### src/rtl/mul_pkg.sv
// rtl/mul_pkg.sv - shared types, widths and helpers for the multiply unit
package mul_pkg;

  localparam int OP_W   = 16;
  localparam int PROD_W = 32;

  typedef enum logic [1:0] {
    IDLE = 2'd0,
    BUSY = 2'd1,
    DONE = 2'd2
  } mul_state_t;

  // Magnitude of a 16-bit operand; 0x8000 in signed mode maps to 32768.
  function automatic logic [OP_W-1:0] abs16(input logic [OP_W-1:0] x, input logic signed_mode);
    if (signed_mode && x[OP_W-1]) begin
      return ~x + 16'd1;
    end
    return x;
  endfunction

endpackage

### src/rtl/mul.sv
// rtl/mul.sv - combinational 16x16 unsigned array multiplier
module mul (
  input  logic [15:0] a,
  input  logic [15:0] b,
  output logic [31:0] mulo
);

  // Accumulate one shifted partial product per multiplier bit
  always_comb begin
    mulo = 32'd0;
    for (int i = 0; i < 16; i++) begin
      if (b[i]) begin
        mulo = mulo + ({16'd0, a} << i);
      end
    end
  end

endmodule

### src/rtl/mul_unit.sv
// rtl/mul_unit.sv - sequential signed/unsigned multiply wrapper with overflow tracking
module mul_unit
  import mul_pkg::*;
#(
  parameter int LAT   = 2,
  parameter int CNT_W = 8
) (
  input  logic             clk,
  input  logic             rst_n,
  input  logic             flush,
  input  logic             req_valid,
  output logic             req_ready,
  input  logic [15:0]      op_a,
  input  logic [15:0]      op_b,
  input  logic             op_signed,
  input  logic             op_hi,
  output logic             res_valid,
  input  logic             res_ready,
  output logic [15:0]      res_data,
  output logic             res_ovf,
  output logic [CNT_W-1:0] ovf_count
);

  mul_state_t        state;
  mul_state_t        state_nxt;
  logic [2:0]        cnt;
  logic [OP_W-1:0]   mag_a;
  logic [OP_W-1:0]   mag_b;
  logic              neg;
  logic              sgn;
  logic              hi;
  logic [PROD_W-1:0] mulo;
  logic [PROD_W-1:0] prod;
  logic [PROD_W-1:0] prod_nxt;
  logic              ovf;
  logic              ovf_nxt;
  logic              accept;
  logic              capture;
  logic              retire;

  // The array sees only registered magnitudes, so it has LAT cycles to settle
  mul u_mul (
    .a    (mag_a),
    .b    (mag_b),
    .mulo (mulo)
  );

  // Reapply the sign and judge whether the full product fits in 16 bits
  always_comb begin
    prod_nxt = neg ? (~mulo + 32'd1) : mulo;
    if (sgn) begin
      ovf_nxt = !((&prod_nxt[31:15]) || !(|prod_nxt[31:15]));
    end else begin
      ovf_nxt = |prod_nxt[31:16];
    end
  end

  // Next state and handshake outputs; flush overrides every transition
  always_comb begin
    state_nxt = state;
    req_ready = 1'b0;
    res_valid = 1'b0;
    accept    = 1'b0;
    capture   = 1'b0;
    retire    = 1'b0;
    case (state)
      IDLE: begin
        req_ready = rst_n;
        if (rst_n && req_valid) begin
          accept    = 1'b1;
          state_nxt = BUSY;
        end
      end
      BUSY: begin
        if (cnt == 3'd0) begin
          capture   = 1'b1;
          state_nxt = DONE;
        end
      end
      DONE: begin
        res_valid = 1'b1;
        if (res_ready) begin
          retire    = 1'b1;
          state_nxt = IDLE;
        end
      end
      default: state_nxt = IDLE;
    endcase
    if (flush) begin
      state_nxt = IDLE;
      accept    = 1'b0;
      capture   = 1'b0;
      retire    = 1'b0;
    end
  end

  // State register
  always_ff @(posedge clk) begin
    if (!rst_n) begin
      state <= IDLE;
    end else begin
      state <= state_nxt;
    end
  end

  // Operand latch, multicycle countdown, product capture and overflow counter
  always_ff @(posedge clk) begin
    if (!rst_n) begin
      cnt       <= 3'd0;
      mag_a     <= '0;
      mag_b     <= '0;
      neg       <= 1'b0;
      sgn       <= 1'b0;
      hi        <= 1'b0;
      prod      <= '0;
      ovf       <= 1'b0;
      ovf_count <= '0;
    end else begin
      if (accept) begin
        mag_a <= abs16(op_a, op_signed);
        mag_b <= abs16(op_b, op_signed);
        neg   <= op_signed & (op_a[15] ^ op_b[15]);
        sgn   <= op_signed;
        hi    <= op_hi;
        cnt   <= 3'(LAT - 1);
      end else if (state == BUSY && cnt != 3'd0) begin
        cnt <= cnt - 3'd1;
      end
      if (capture) begin
        prod <= prod_nxt;
        ovf  <= ovf_nxt;
      end
      if (retire && ovf && (ovf_count != {CNT_W{1'b1}})) begin
        ovf_count <= ovf_count + CNT_W'(1);
      end
    end
  end

  assign res_data = hi ? prod[31:16] : prod[15:0];
  assign res_ovf  = ovf;

endmodule

### config.mk
export PLATFORM = sky130hd
export DESIGN_NAME = mul_unit
export DESIGN_NICKNAME = d
export VERILOG_FILES = /design/src/rtl/mul_pkg.sv /design/src/rtl/mul.sv /design/src/rtl/mul_unit.sv
export SDC_FILE = /design/constraint.sdc
export NUM_CORES = 1
export LEC_CHECK = 0
export ABC_AREA = 1
export BUFFER_PORTS_ARGS = -buffer_cell sky130_fd_sc_hd__buf_2
export CAP_MARGIN = 10
export CORE_MARGIN = 2
export CORE_UTILIZATION = 35
export DETAILED_ROUTE_END_ITERATION = 7
export PLACE_DENSITY = 0.53
export SLEW_MARGIN = 20
export SYNTH_ARGS = -nofsm -noshare
export SYNTH_HDL_FRONTEND = slang
export SYNTH_SLANG_ARGS = --single-unit
### constraint.sdc
create_clock -name clk -period 31.7 [get_ports clk]
set_input_delay 7.925 -clock clk [delete_from_list [all_inputs] [get_ports clk]]
set_output_delay 7.925 -clock clk [all_outputs]
set_load 0.005 [all_outputs]
==> out/summary.txt, run 1 <==
Final wirelength: 66.2 mm
Leakage: 12.4 nW
Sequential element share of the synthesized area: 0.0788
Cell depth of the worst hold path: 2
Port bufs: 65
Footprint of the multi-input gates: 16700 um^2
Post-route ant nets: 0
Maximum clock skew at final layout: 0.00498 ns
Synth Area in XOR/XNOR: 0.0502
Pin count of the biggest net entering global routing: 53
Crit path max-delay cell type: dfxtp_1
Reg-to-Reg End: res_ovf
Crit share post-route: 0.697
Worst skew pair latency: 0.34 ns
Syn Nets: 3925
Max Root-Sink Buffers: 2
Dpl hpwl: 53.7 mm
Worst hold path class: reg2reg
Worst Path Arrival: 22.32 ns
Simple-gate share of the synthesized area: 0.404
Hold_buf cts: 0
Buffers & Inverters on Critical Path: 15
Wire per inst: 15.1 um
Setup TNS: 0 ns
Post-synth top area cell: nand2_1
R2r worst-path depth: 138
Remaining DRCs: 0
Maxcap violations: 0
Crit path max-delay family: simple AND/OR/NAND/NOR gates
TritonCTS Buffers: 9
Drt initial violations: 1584
Area delta synth->final: 7.10%
Final Hold Fails: 0
CTS tree: done
Hold EP: cnt[1]
Worst vdd ir: 0.0000220 V
Adder-cell share of the synthesized area: 0.186
Clk sink count: 81
Starting density of the core: 0.355
Ys Warns: 0
CP Data Required Time: 31.94 ns
RePlAce Congestion: 0.889
Post-synth ARST share: 0
Crit. path cell count: 138
Crit path largest cell delay: 0.88 ns
Hold Path Origin: cnt[1]
Most used cell, CP: nand2_1
Status: completed
Most frequent cells in the layout: nand2_1 (1020), inv_1 (488), nand3_1 (419)
FF+latch area: 1620 um^2
Root Driver: clkbuf_16
Max H-tree Level: 3
Setup Fix Bufs, Post-CTS: 0
Critical path type: reg2reg
Power per cell area: 36.9 nW/um^2
First-pass detailed-route iteration total: 5
Vias post-DR: 22100
Final Slew Violations: 0
Final core utilization: 0.381
Nets@finish: 3942
CP endpoint kind: flip-flop
Count of different cell masters after synthesis: 61
Startpoint Class: flip-flop
Setup slack, reg-to-reg: 9.62 ns
Final non-filler cell total: 4375
Top-area cell type share of the netlist area: 0.186
Fin Hold WS: 0.466 ns
Crit path time final: 22.08 ns
Die Width: 246 um
Gate count of the mapped netlist: 3589
Compound-Gate Fraction of Synth Area: 0.166
Reg2Reg Launch Point: mag_b[0]
Syn_area_per_cell: 5.73 um^2
Final Power: 812 uW
Vias in the first global route: 20800
RSZ-0062 raised after global routing: no
Grt total ovfl: 0
Synth Cell Area: 20600 um^2
Fraction of layout cells with a size suffix above 1: 0.0723
Total GRT Usage: 0.219
Fill cells: 6658
Post-CTS resize count: 0
Num rows: 88
Inst Count DP: 4360
Full die area: 60800 um^2
Core footprint: 57900 um^2
Worst Tran Pin Value: 1.04 ns
Most common cell after layout, fill and taps aside: nand2_1
Post-synth EDFFs: 0
# IOs: 66
CTS clk-pin slew, worst paths: 0.06 ns
Relative slew slack: 0.307
DR vias/cell: 5.05
Mux cell area share after synthesis: 0.00407
Setup violators final: 0
Ant diodes: 0
Main combinational cell family by area after synthesis: simple AND/OR/NAND/NOR gates
Die height: 246 um
Initial antenna violation count: 6
Top cells by area, synth: nand2_1 (19%), ha_1 (17%), nand3_1 (10%)
Top FF cell, synth: dfxtp_1
First-pass GRT wire length: 109 mm
Maximum clock frequency: 0.0453 GHz
Yosys reg bits: 81
Crit Path Max Fanout: 22
-- flip-flops by register name, indices dropped and copies added (netlist names) --
| signal | cells |
|---|---|
| hi | 1 |
| ovf_count | 8 |
| prod | 32 |
| neg | 1 |
| state | 2 |
| sgn | 1 |
| cnt | 3 |
| res_ovf | 1 |
| mag_b | 16 |
| mag_a | 16 |
-- cells by family after synthesis --
group | after synthesis
AND/OR/NAND/NOR | 1887
AO/OA/AOI/OAI | 606
buffers and inverters | 592
adder cells (fa/ha/maj) | 297
XOR/XNOR | 118
flip-flops | 81
multiplexers | 8
-- power breakdown --
part	switching, mW	internal [mW]
Combinational	0.371	0.200
Sequential	0.0126	0.107
Clock	0.0452	0.0771
Total	0.429	0.384
-- synthesized netlist by cell type, types with 7 or more instances --
cell type and number:
nor3_1 52, ha_1 282, mux2i_1 7, a21oi_1 272, o21ai_1 16, nor2_2 8, xnor2_1 51, nand3b_1 16
o21ai_2 9, or2_2 61, xor2_1 67, o21bai_1 24, o21ai_0 182, buf_2 33, fa_1 15, inv_1 489
o31ai_1 15, clkbuf_1 41, nand4_1 28, inv_2 11, nand3_2 16, nand2_1 1020, and2_1 31, dfxtp_1 81
o211ai_1 14, a21boi_0 17, nand3_1 419, a21o_1 13, nor2_1 187, buf_1 10, nand2_2 30
-- worst register-to-register path, delay by kind of cell, from the launching register on --
kind,cells,cell delay (ns)
simple gates,69,8.58
compound gates,31,5.52
fa+ha+maj,15,4.80
xor+xnor,8,1.28
buf+inv,15,0.90
flops,1,0.88
-- layout make-up --
type / instances / area share
clock buffer: 9 / 0.0102
clock inverter: 6 / 0.00528
inverter: 505 / 0.0860
multi-input combinational: 2916 / 0.757
sequential: 81 / 0.0737
tap: 765 / 0.0434
timing repair buffer: 93 / 0.0243
-- per-layer routing --
layer	global-route usage	part of all wire
met1	0.322	0.52
met2	0.356	0.43
met3	0.0142	0.037
met4	0.0324	0.014
met5	0	0.00080
-- worst max path at each step --
stage             start  endpoint  slack (ns)
5_1_grt        mag_b[0]   res_ovf        7.15
3_3_place_gp   mag_b[0]   res_ovf        9.92
6_report       mag_b[0]   res_ovf        9.62
2_1_floorplan  mag_b[0]   res_ovf       12.77
3_5_place_dp   mag_b[0]   res_ovf        9.78
4_1_cts        mag_b[0]   res_ovf        9.68
-- metrics by stage --
step / instance area, um^2 / worst slack, ns
6_report: 22000 / 9.62
5_1_grt: 22000 / 7.15
4_1_cts: 22000 / 9.68
3_5_place_dp: 21700 / 9.78
3_3_place_gp: 21700 / 9.92
2_1_floorplan: 20600 / 12.77
Power figures use the tool's default switching activity.
==> run 2, diff against run 1 <==
--- a/config.mk
+++ b/config.mk
@@ -11,7 +11,7 @@
 export CORE_MARGIN = 2
 export CORE_UTILIZATION = 35
 export DETAILED_ROUTE_END_ITERATION = 7
-export PLACE_DENSITY = 0.53
+export PLACE_DENSITY = 0.55
 export SLEW_MARGIN = 20
 export SYNTH_ARGS = -nofsm -noshare
 export SYNTH_HDL_FRONTEND = slang
==> constraint.sdc (replaced) <==
create_clock -name clk -period 19.7 [get_ports clk]
set_input_delay 4.925 -clock clk [delete_from_list [all_inputs] [get_ports clk]]
set_output_delay 4.925 -clock clk [all_outputs]
set_load 0.005 [all_outputs]
==> run 2 against run 1 <==
Net effect:
- via count increased by 9.8%
- sequential share of layout area decreased by 1.6 points
- clock-buffer cell count increased by 1
- global-route usage increased by 0.45 points
- final area increased by 28%
- largest power group unchanged
- highest routed layer unchanged
- clock skew increased by 0.0041 ns
- first-iteration DRC count decreased by 18%
- cell count increased by 11%
==> out/summary.txt, run 2 (synthesis results as in run 1) <==
Most common cell after layout, fill and taps aside: nand2_1
Maxcap violations: 0
Vias in the first global route: 22200
Crit share post-route: 0.946
Buffers & Inverters on Critical Path: 21
Crit path max-delay cell type: fa_2
First-pass GRT wire length: 112 mm
Worst Tran Pin Value: 0.950 ns
Maximum clock skew at final layout: 0.00911 ns
Slack of the critical path: 1.06 ns
Root Driver: clkbuf_16
Most used cell, CP: nand2_1
# IOs: 66
Pre-CTS setup slack: -0.180 ns
Setup violators final: 0
Crit path largest cell delay: 0.51 ns
Startpoint Class: flip-flop
Num rows: 88
RePlAce Congestion: 0.901
Worst Path Arrival: 18.92 ns
Wire per inst: 14.7 um
Initial antenna violation count: 4
Crit Path Max Fanout: 4
CTS tree: done
Largest regs: prod x32, mag_a x16, mag_b x16
Post-route ant nets: 0
Full die area: 60800 um^2
CTS clk-pin slew, worst paths: 0.07 ns
Max reg flops: 32
Crit path time final: 18.64 ns
Nets@finish: 4436
CP endpoint kind: flip-flop
Worst vdd ir: 0.0000548 V
DR vias/cell: 4.98
Grt total ovfl: 0
Maximum clock frequency: 0.0537 GHz
Final Hold Fails: 0
Critical path type: reg2reg
Dpl hpwl: 56.3 mm
Die height: 246 um
Hold_buf cts: 0
Status: completed
Total GRT Usage: 0.224
Worst hold path class: reg2reg
Port bufs: 65
Final Slew Violations: 0
CP Data Required Time: 19.99 ns
Pin count of the biggest net entering global routing: 53
Max H-tree Level: 3
Relative slew slack: 0.366
Max Root-Sink Buffers: 2
Vias post-DR: 24300
Core footprint: 57900 um^2
Die Width: 246 um
Crit path max-delay family: simple AND/OR/NAND/NOR gates
Starting density of the core: 0.355
Biggest register: prod
Final Power: 1.65 mW
Area delta synth->final: 37.3%
Drt initial violations: 1292
Most frequent cells in the layout: nand2_1 (958), buf_4 (518), inv_1 (462)
Remaining DRCs: 0
Fraction of layout cells with a size suffix above 1: 0.288
Power per cell area: 58.3 nW/um^2
Worst skew pair latency: 0.35 ns
Final wirelength: 71.5 mm
First-pass detailed-route iteration total: 6
Clk sink count: 81
Setup slack, reg-to-reg: 1.06 ns
TritonCTS Buffers: 9
Leakage: 15.0 nW
run 2: cell types whose count changed in the layout (fill, tap and decap cells not counted), sizes merged:
cell    before  now
inv        501  502
bufinv       3    1
clkbuf       9   10
clkinv       7    8
buf         93  587
diode        0    2
run 2: metal layers:
layer,vias to the layer above,GRT usage,wire length [um]
met1,10900,0.317,35900
met4,4,0.0485,1480
li1,12800,-,-
met2,411,0.369,31800
met5,-,0,23
met3,80,0.0170,2240
run 2: area by class of cell:
class / count / area (um^2)
Fill cell: 6092 / 29700
Timing Repair Buffer: 587 / 4270
Tap cell: 765 / 957
Sequential cell: 81 / 1630
Clock buffer: 10 / 239
Antenna cell: 2 / 5.00
Inverter: 505 / 1900
Clock inverter: 6 / 73.8
Multi-Input combinational cell: 2916 / 19200
run 2: path summary, 6_finish.rpt:
kind | startpoint | end | cells past startpoint
worst max register to register | mag_b[0] | res_ovf | 138
worst max-delay path | mag_b[0] | res_ovf | 138
worst min-delay path | cnt[1] | cnt[1] | 2
worst min register to register | cnt[1] | cnt[1] | 2
run 2: worst reg2reg max path: cells and delay by family, from the launching register on:
kind | cells | cell delay, ns
AND/OR/NAND/NOR | 61 | 6.35
adder cells (fa/ha/maj) | 18 | 4.89
AO/OA/AOI/OAI | 30 | 4.20
buffers and inverters | 21 | 1.60
XOR/XNOR | 8 | 1.22
flip-flops | 1 | 0.33
run 2: stage by stage:
stage	TNS [ns]	area, um^2	hold slack [ns]	cells	util
5_1_grt	-0.567	28300	0.514	4871	0.488
3_5_place_dp	-0.375	25000	0.474	4796	0.431
3_3_place_gp	0	25000	0.460	4796	0.431
4_1_cts	0	25300	0.485	4813	0.437
2_1_floorplan	0	20600	0.445	3589	-
6_report	0	28300	0.481	4872	0.488
run 2: power breakdown:
group	internal, mW	switching [mW]	leakage [nW]
Clock	0.103	0.0753	0.154
Sequential	0.172	0.0151	0.663
Combinational	0.559	0.723	14.2
Total	0.835	0.814	15.0
run 2: what timing repair did:
action                                 4_1_cts  5_1_grt
endpoints found under the hold margin        0        0
resized for setup                           19      539
setup endpoints to repair                    4       13
pin swaps                                    0      203
setup buffers                                1       57
